File: config.mk
export PLATFORM = sky130hd
export DESIGN_NAME = mram_burst_arbiter
export DESIGN_NICKNAME = d
export VERILOG_FILES = /design/src/rtl/mram_burst_arbiter.sv
export SDC_FILE = /design/constraint.sdc
export NUM_CORES = 1
export LEC_CHECK = 0
export ABC_AREA = 1
export CAP_MARGIN = 20
export CORE_UTILIZATION = 49
export CTS_CLUSTER_DIAMETER = 100
export DETAILED_ROUTE_END_ITERATION = 12
export PLACE_DENSITY = 0.84
export SLEW_MARGIN = 20
export SYNTH_ARGS = -nofsm -noshare
export SYNTH_HDL_FRONTEND = slang
export SYNTH_SLANG_ARGS = --single-unit
File: constraint.sdc
create_clock -name clk -period 2.4 [get_ports clk]
set_clock_uncertainty 0.05 [all_clocks]
set_input_delay 0.72 -clock clk [delete_from_list [all_inputs] [get_ports clk]]
set_output_delay 0.72 -clock clk [all_outputs]
set_load 0.01 [all_outputs]
File: src/rtl/mram_burst_arbiter.sv
// Frame-level round-robin scheduler in front of the MRAM control_module.
// Issues one read_write_sel command per 23-cycle frame and tags read-return frames.
//
// state | meaning
// IDLE  | no burst owns the bus, read_write_sel = NOP, arbitrate at frame end
// BURST | granted requester owns every frame until beats_left reaches zero
// DRAIN | one NOP frame after a read so its return data is not overrun by a write
module mram_burst_arbiter #(
    parameter int FRAME_LEN = 23,
    parameter int LEN_W     = 4
) (
    input  logic             clk,
    input  logic             rst_n,
    input  logic             req0_valid,
    output logic             req0_ready,
    input  logic             req0_wr,
    input  logic [1:0]       req0_bytes,
    input  logic [LEN_W-1:0] req0_len,
    input  logic             req1_valid,
    output logic             req1_ready,
    input  logic             req1_wr,
    input  logic [1:0]       req1_bytes,
    input  logic [LEN_W-1:0] req1_len,
    output logic [2:0]       read_write_sel,
    output logic             frame_start,
    output logic             beat_adv,
    output logic [1:0]       grant,
    output logic             rd_ret_valid,
    output logic             rd_ret_id,
    output logic             busy
);

    localparam int CNT_W = $clog2(FRAME_LEN);
    localparam logic [CNT_W-1:0] LAST_CNT = CNT_W'(FRAME_LEN - 1);

    typedef enum logic [1:0] {IDLE, BURST, DRAIN} state_t;

    state_t             state;
    logic [CNT_W-1:0]   frame_cnt;
    logic               wr_q;
    logic [LEN_W-1:0]   beats_left;
    logic               id_q;
    logic               rr_ptr;
    logic               last_rd;

    logic               frame_end;
    logic               last_beat;
    logic               arb_slot;
    logic               pref;
    logic               win_any;
    logic               win_id;
    logic               win_wr;
    logic [1:0]         win_bytes_raw;
    logic [1:0]         win_bytes;
    logic [LEN_W-1:0]   win_len;
    logic               hold_off;
    logic               accept;

    assign frame_end = (frame_cnt == LAST_CNT);
    assign last_beat = (state == BURST) && (beats_left == '0);
    assign arb_slot  = frame_end && ((state != BURST) || last_beat);

    // rr_ptr holds the port preferred on a tie; a finishing burst hands preference
    // to the other port in the same cycle so back-to-back ties alternate.
    assign pref          = last_beat ? ~id_q : rr_ptr;
    assign win_any       = req0_valid | req1_valid;
    assign win_id        = (req0_valid && req1_valid) ? pref : req1_valid;
    assign win_wr        = win_id ? req1_wr : req0_wr;
    assign win_bytes_raw = win_id ? req1_bytes : req0_bytes;
    assign win_bytes     = (win_bytes_raw == 2'b00) ? 2'b11 : win_bytes_raw;
    assign win_len       = win_id ? req1_len : req0_len;

    // A read must never be followed directly by a write frame.
    assign hold_off = ((state == BURST) && !wr_q && (!win_any || win_wr))
                   || ((state == IDLE) && last_rd && win_any && win_wr);
    assign accept   = arb_slot && win_any && !hold_off;

    assign req0_ready  = accept && !win_id;
    assign req1_ready  = accept && win_id;
    assign beat_adv    = (state == BURST) && frame_end;
    assign frame_start = (frame_cnt == '0);
    assign busy        = (state != IDLE);

    always_ff @(posedge clk or negedge rst_n) begin
        if (!rst_n) begin
            frame_cnt      <= '0;
            state          <= IDLE;
            wr_q           <= 1'b0;
            beats_left     <= '0;
            id_q           <= 1'b0;
            rr_ptr         <= 1'b0;
            last_rd        <= 1'b0;
            read_write_sel <= 3'b000;
            grant          <= 2'b00;
            rd_ret_valid   <= 1'b0;
            rd_ret_id      <= 1'b0;
        end else begin
            frame_cnt <= frame_end ? '0 : frame_cnt + 1'b1;

            if (frame_end) begin
                // A read frame's data shifts out during the following frame.
                rd_ret_valid <= !read_write_sel[0] && (read_write_sel[2:1] != 2'b00);
                if (!read_write_sel[0] && (read_write_sel[2:1] != 2'b00))
                    rd_ret_id <= id_q;

                if (state == BURST) begin
                    if (!last_beat)
                        beats_left <= beats_left - 1'b1;
                    else
                        rr_ptr <= ~id_q;
                end

                if (arb_slot) begin
                    if (accept) begin
                        state          <= BURST;
                        wr_q           <= win_wr;
                        beats_left     <= win_len;
                        id_q           <= win_id;
                        last_rd        <= !win_wr;
                        grant          <= win_id ? 2'b10 : 2'b01;
                        read_write_sel <= {win_bytes, win_wr};
                    end else if (hold_off) begin
                        state          <= DRAIN;
                        last_rd        <= 1'b0;
                        grant          <= 2'b00;
                        read_write_sel <= 3'b000;
                    end else begin
                        state          <= IDLE;
                        grant          <= 2'b00;
                        read_write_sel <= 3'b000;
                    end
                end
            end
        end
    end

endmodule

# Word-level counts from Yosys, hierarchy flattened
# Cells that the tools add are included.
[classes]
add_sub_neg = 2
n_mul = 0
n_div = 0
order_cmp = 0
eq_ne = 3
n_shift = 0
mux = 18
bitwise = 2
n_reduce_logical = 35
[ops]
columns = ["cell", "n"]
rows = [
  ["two-way mux 4 bit", 5],
  ["logical AND 1 bit", 14],
  ["two-way mux 2 bit", 6],
  ["logical NOT 1 bit", 6],
  ["AND reduction 2 bit", 3],
  ["AND reduction 3 bit", 2],
  ["nonzero test 2 bit", 3],
  ["adder 5 x 1 -> 5 bit, second input constant", 1],
  ["== test 5 bit, second input constant", 1],
  ["logical NOT 5 bit", 1],
  ["two-way mux 1 bit", 5],
  ["two-way mux 5 bit", 1],
  ["logical NOT 2 bit", 2],
  ["logical NOT 4 bit", 1],
  ["subtractor 4 x 1 -> 4 bit, second input constant", 1],
  ["logical OR 1 bit", 3],
  ["two-way mux 3 bit", 1],
  ["== test 2 x 1 -> 1 bit, second input constant", 1],
  ["!= test 2 x 1 -> 1 bit, second input constant", 1],
  ["inverter 1 bit", 1],
  ["OR 1 bit", 1],
]
[word_totals]
regBits = 22
latchBits = 0
mem_bits_rw = 0
romBits = 0
input_bits = 18
n_memories = 0

# Logic depth before layout (Yosys ltp)
# Gate-level depths: netlist (run 1).
[depth]
depth_word = 12
ltp_mapped = 14

# Worst setup path after synthesis (run 1)
# OpenSTA, ideal clock, no wires.
[synth_path]
path_type = "reg-to-output"
from = "register beats_left[0]"
to = "output req1_ready"
arrival_time_ns = 1.628
path_slack_ns = 0.002
path_stages_with_launch = 12
n_path_buf = 1
cell_sequence = "dfrtp_1 > inv_1 > ha_1 > nand4_1 > nand3_2 > nand2_4 > nand2_2 > nand3_4 > nand2_4 > nand2_4 > buf_6 > nor2_1"
[synth_via]
elab_chain_len = 11
word_cells_on_any_way = 15
cone_classes = "mux (3); reduce/logical (12)"
[synth_rtl]
columns = ["item", "line_no", "source"]
rows = [
  ["start: declaration", "41", "logic [LEN_W-1:0] beats_left;"],
  ["start signal: assignment", "108", "beats_left <= beats_left - 1'b1;"],
  ["start signal: assignment", "117", "beats_left <= win_len;"],
  ["logical NOT 4 bit (*)", "60", "assign last_beat = (state == BURST) && (beats_left == '0);"],
  ["logical AND 1 bit (*)", "60", ""],
  ["two-way mux 1 bit", "-", ""],
  ["two-way mux 1 bit", "67", "assign win_id = (req0_valid && req1_valid) ? pref : req1_valid;"],
  ["two-way mux 1 bit", "68", "assign win_wr = win_id ? req1_wr : req0_wr;"],
  ["logical OR 1 bit", "74", "assign hold_off = ((state == BURST) && !wr_q && (!win_any || win_wr))"],
  ["logical AND 1 bit", "74", ""],
  ["logical OR 1 bit", "75", "|| ((state == IDLE) && last_rd && win_any && win_wr);"],
  ["logical NOT 1 bit", "76", "assign accept = arb_slot && win_any && !hold_off;"],
  ["logical AND 1 bit", "76", ""],
  ["logical AND 1 bit (*)", "79", "assign req1_ready = accept && win_id;"],
  ["end: declaration", "20", "output logic req1_ready,"],
]
# Every way passes the cells marked *; elsewhere a longest branch is shown, timed or not.

# Final worst setup path (run 1)
[layout_path]
from = "register beats_left[1]"
to = "output req1_ready"
# Same word-level chain as after synthesis.

==> results of run 1 <==
repair_timing:
item                       4_1_cts  5_1_grt
setup buffers                   17        5
hold buffers                     0        0
pin swaps                        6        1
gates resized for setup         40        4
setup endpoints to repair        4        5
area by class of cell:
cell class / instances / area, µm² / share of cell area (%)
Multi-Input combinational cell: 113 / 727 / 33.9
Inverter: 23 / 86.3 / 4.02
Sequential cell: 22 / 551 / 25.6
Clock buffer: 4 / 36.3 / 1.69
Timing Repair Buffer: 82 / 709 / 33.0
Tap cell: 30 / 37.5 / 1.75
worst max-delay path, stage by stage (launching register included):
cell and delay, ns:
dfrtp_1 0.41, inv_2 0.09, ha_4 0.15, nand4_1 0.19, nand3_4 0.16, nand2_4 0.07, nand2_4 0.07, nand3_4 0.07
nand2_4 0.08, nand2_4 0.06, nor2_1 0.08, buf_2 0.13
report_power, final:
group          total [W]  switching (W)  internal [W]
Sequential      0.000431      0.0000260      0.000406
Combinational   0.000401       0.000195      0.000206
Clock           0.000214       0.000121     0.0000928
Total            0.00105       0.000342      0.000704
cells in the mapped netlist (2+ instances only):
cell     instances
ha_1             4
inv_2            5
nand3_1         12
nor2_4           4
nand2_1         44
inv_1           17
nor3_1           2
o21ai_1          5
o21ai_0          6
nand2_2          2
nand4_1          2
nor2_1          11
dfrtp_1         22
a21oi_1          3
nand2_4          3
nand3_2          2
xor2_1           2
through the flow:
step                area, µm²  worst slack (ns)  power (W)  TNS [ns]
finish                   2150            -0.251    0.00105    -0.496
global route             2150            -0.319    0.00109    -0.635
CTS                      2100            -0.172   0.000996    -0.334
detailed placement       1870            -0.905   0.000743     -2.23
global placement         1870            -0.834   0.000724     -1.65
floorplan                1290           0.00177   0.000575         0
state kept, by name (all words and copies together), names as in the netlist:
register and count:
grant 2, last_rd 1, frame_cnt 5, beats_left 4, wr_q 1, rr_ptr 1, rd_ret_valid 1, read_write_sel 3
id_q 1, rd_ret_id 1, state 2
per-layer routing:
layer / up-vias / part of all wire (%)
li1: 680 / -
met1: 698 / 37
met2: 84 / 52
met3: 16 / 6.7
met4: 0 / 3.7
met5: - / 0
cell usage in the layout, fill, tap and decap left out, types with 2 or more instances in the layout:
cell             netlist  final
a21oi_1                3      3
buf_2                  0      3
buf_4                  0     43
buf_6                  1     10
clkbuf_4               0      3
clkdlybuf4s50_1        0     22
dfrtp_1               22     22
dlygate4sd2_1          0      3
ha_1                   4      2
inv_1                 17     15
inv_2                  5      7
nand2_1               44     43
nand2_2                2      2
nand2_4                3      4
nand3_1               12     11
nand3_4                1      3
nand4_1                2      2
nor2_1                11      8
nor2_4                 4      7
nor3_1                 2      2
o21ai_0                6      6
o21ai_1                5      5
xor2_1                 2      2
cell families after synthesis:
| logic type | after synthesis | synth area share, % |
|---|---|---|
| AOI/OAI and AO/OA | 19 | 8.31 |
| adders and majority gates | 4 | 3.86 |
| buffers and inverters | 24 | 7.54 |
| xor gates and xnor gates | 3 | 2.03 |
| and+or+nand+nor | 86 | 35.0 |
| DFF | 22 | 42.5 |
| muxes | 1 | 0.773 |
worst min-delay path by stage:
stage,start,to,slack (ns),depth (start not counted)
after floorplan,rst_n,beats_left[0],0.37,0
after global placement,rd_ret_valid,rd_ret_valid,0.42,2
after detailed placement,rd_ret_id,rd_ret_id,0.43,2
after CTS,rd_ret_id,rd_ret_id,0.46,2
after global routing,rd_ret_valid,rd_ret_valid,0.50,2
final,rd_ret_id,rd_ret_id,0.45,2
==> results.cfg, run 1 <==
[synth]
syn-mean-instance-area_um2 = 8.14
syn-num-nets = 181
async_flop_share_pct = 100
ys_ff_latch = 22
synth_edf_count = 0
yosysTopAreaCell = dfrtp_1
synth.distinct_cells = 30
synth_cells = 159
ys_seq_area_share_pct = 42.5
synth_top_cell_area_share_pct = 42.5
synth_area_mm2 = 0.00129
synthTopCellsByArea = dfrtp_1, nand2_1, inv_1, nand3_1, ha_1
synth_top_flop_cell = dfrtp_1
ys_warn_count = 0

[grt]
grt_overflow = 0
grt_max_degree = 23
grt_pass1_vias = 1492
grt_pass1_wl_um = 6780
antenna_found_initial = 0
track_usage_pct = 34.0
use_met3_pct = 6.61
use_met2_pct = 60.8
use_met1_pct = 37.9
busiest_layer = met2

[setup_path]
cp.arrival_ns = 1.88
critPathKind = flip-flop to output pin
startpoint = beats_left[1]
reg2reg_depth = 15
endpoint_kind = output pin
ff2ff_setup_slack_ns = 0.03
timing.rr.end = rr_ptr
worstSetupEndpoint = req1_ready
critPathLaunchType = flip-flop
timing.rr.start = beats_left[1]
cp.required_ns = 1.63
worstPathMaxFanout = 3

[final_layout]
layout-drive-gt1-share_pct = 36.5
layout.nets = 267
antenna_cells = 0
fillers = 126
fin_cells = 274
utilization_pct = 86.7
syn2layout_area_growth_pct = 65.8

[timing]
fin_crit_ns = 2.65
fmax_ghz = 0.377
hold_viol = 0
rsz0062_at_grt = true
tightest_slew_ns = 0.329
fin_crit_sh_pct = 110
relSlewSlack_pct = 77.9
holdWs_ns = 0.452
setup_ws_ns = -0.251
slew_viol_final = 0
finalSetupViolations = 2

[detailed_routing]
antenna_left = 0
initialDrtViolationCount = 80
post_drt_wl_per_cell_um = 16.5
first_pass_iters = 4
via_per_inst = 5.39
drc_errors = 0
vias = 1478
drt_wl_total_um = 4520

[clocking]
clock_latency_ns = 0.32
cts_sinks = 22
cts_made_buffers = 3
clk_pin_slew_worst_paths_ns = 0.13
cts_tree = built
clk_path_buf_depth = 2
root_buffer = clkbuf_4
cts.htree.levels = 1

[placement]
placedCellCount = 251
hpwl_um = 2690
portBuffers = 29
routabilityCongestion = 0.897

[run]
max_cap_viol_count = 0

[run_status]
violations = negative setup slack
status = finished with violations

[die]
num_io_pins = 30
core_area_mm2 = 0.00248
dieArea_mm2 = 0.00285
start_util_pct = 52.3
die_w_um = 53.4
die_y_um = 53.4
rows = 18

[pwr]
ir_worst_vdd_v = 0.000419
leakagePower_nw = 1.10
cellPowerDensity_mw_per_mm2 = 487

[hold_path]
hold_path.class = flip-flop to flip-flop
No activity file was read; power rests on OpenSTA's default activity.
==> run 2: changes to the inputs <==
--- a/config.mk
+++ b/config.mk
@@ -7,10 +7,11 @@
 export LEC_CHECK = 0
 export ABC_AREA = 1
 export CAP_MARGIN = 20
-export CORE_UTILIZATION = 49
+export CORE_UTILIZATION = 50
+export CTS_BUF_LIST = sky130_fd_sc_hd__clkbuf_4 sky130_fd_sc_hd__clkbuf_8
 export CTS_CLUSTER_DIAMETER = 100
 export DETAILED_ROUTE_END_ITERATION = 12
-export PLACE_DENSITY = 0.84
+export PLACE_DENSITY = 0.85
 export SLEW_MARGIN = 20
 export SYNTH_ARGS = -nofsm -noshare
 export SYNTH_HDL_FRONTEND = slang
==> results.cfg, run 2 (same netlist as run 1, synthesis figures left out) <==
[run_status]
status = finished with violations
violations = negative setup slack

[detailed_routing]
drc_errors = 0
via_per_inst = 5.88
initialDrtViolationCount = 71
antenna_left = 0
vias = 1581
drt_wl_total_um = 5150
post_drt_wl_per_cell_um = 19.1
first_pass_iters = 5

[final_layout]
layout-drive-gt1-share_pct = 35.1
final_cell_mix = buf_4, nand2_1, dfrtp_1, clkdlybuf4s50_1, inv_1
regArea_um2 = 551
multiInputGateArea_um2 = 727
syn2layout_area_growth_pct = 62.5
largest_register = frame_cnt
largest_register_ffs = 5
fillers = 114
layout.nets = 262
antenna_cells = 0
layout_commonest_cell = buf_4
top_regs = frame_cnt x5, beats_left x4, read_write_sel x3

[pwr]
leakagePower_nw = 1.06
ir_worst_vdd_v = 0.000479
cellPowerDensity_mw_per_mm2 = 545

[die]
dieArea_mm2 = 0.00280
die_y_um = 52.9
num_io_pins = 30
core_area_mm2 = 0.00245
die_w_um = 52.9
start_util_pct = 52.8
rows = 18

[grt]
grt_pass1_vias = 1442
antenna_found_initial = 0
grt_overflow = 0
grt_pass1_wl_um = 6380
track_usage_pct = 32.3
grt_max_degree = 23

[placement]
hpwl_um = 2670
portBuffers = 29
routabilityCongestion = 0.835
dp_slack_ns = -0.892

[clocking]
cts_made_buffers = 3
cts.htree.levels = 1
root_buffer = clkbuf_4
clock_latency_ns = 0.35
clk_path_buf_depth = 2
cts_hold_buf = 0
cts_tree = built
cts_sinks = 22
clk_pin_slew_worst_paths_ns = 0.15

[timing]
fin_crit_sh_pct = 119
finalSetupViolations = 4
fmax_ghz = 0.352
hold_viol = 0
relSlewSlack_pct = 80.0
rsz0062_at_grt = true
tightest_slew_ns = 0.297
finalSetupTns_ns = -0.883
fin_crit_ns = 2.84
setup_ws_ns = -0.444
slew_viol_final = 0

[hold_path]
hold_path.class = flip-flop to flip-flop

[setup_path]
cp_top_family = simple AND/OR/NAND/NOR gates
slowest_stage = dfrtp_1
crit_buf_inv = 4
cpPeakStageDelay_ns = 0.45
worstPathMaxFanout = 7
critPathLaunchType = flip-flop
critPathKind = flip-flop to output pin
cp.arrival_ns = 2.07
path_cells = nor2_4 > nand4_1 > nand3_4 > nand2_4 > buf_4 > buf_4 > inv_2 > nor2_4 > buf_6
cp.required_ns = 1.63
endpoint_kind = output pin

[run]
max_cap_viol_count = 0
run 2: tightest hold or removal path: stages, from the launching register on:
cell and delay (ns):
dfrtp_1 0.38, nand2_1 0.06, nand2_1 0.06
run 2: layer usage:
layer  up-vias  wire length, µm  GRT usage [%]
met5         -                0              0
met1       736             1820           35.3
li1        669                -              -
met2       131             2470           59.7
met4         0              396           15.8
met3        45              459           4.89
run 2: worst paths after layout:
path	end	slack, ns	from	cells after the start
setup / recovery	req0_ready	-0.44	state[1]	9
hold / removal	rd_ret_valid	0.46	rd_ret_valid	2
setup reg to reg	beats_left[2]	-0.01	state[1]	13
hold reg to reg	rd_ret_valid	0.46	rd_ret_valid	2
max in group asynchronous	rr_ptr	1.39	rst_n	2
min in group asynchronous	rd_ret_id	0.66	rst_n	2
run 2: cell type report:
cell class | count | area share (%)
repair buffers | 77 | 30.9
flip-flops and latches | 22 | 26.2
clock inverters | 1 | 1.43
clock buffers | 3 | 1.07
well taps | 30 | 1.78
inverters | 23 | 4.10
multi-input cells | 113 | 34.5
run 2: power by group:
group,internal (W),switching (W),leakage [nW]
combinational,0.000202,0.000203,0.770
sequential,0.000406,0.0000271,0.266
clock,0.000169,0.000140,0.0279
run 2: metrics by stage:
| stage | total power, W | utilization, % | instances | hold slack (ns) | area (µm²) |
|---|---|---|---|---|---|
| floorplan | 0.000575 | - | 159 | 0.374 | 1290 |
| finish | 0.00115 | 85.7 | 269 | 0.463 | 2100 |
| detailed placement | 0.000742 | 76.4 | 252 | 0.433 | 1870 |
| global route | 0.00118 | 85.7 | 269 | 0.518 | 2100 |
| global placement | 0.000726 | 76.4 | 252 | 0.420 | 1870 |
| CTS | 0.00107 | 82.6 | 263 | 0.464 | 2030 |
run 2: what timing repair did:
item,4_1_cts,5_1_grt
gates resized for setup,30,7
pin swaps,3,3
endpoints found under the setup margin,4,4
gates cloned,0,0
setup buffers,7,6
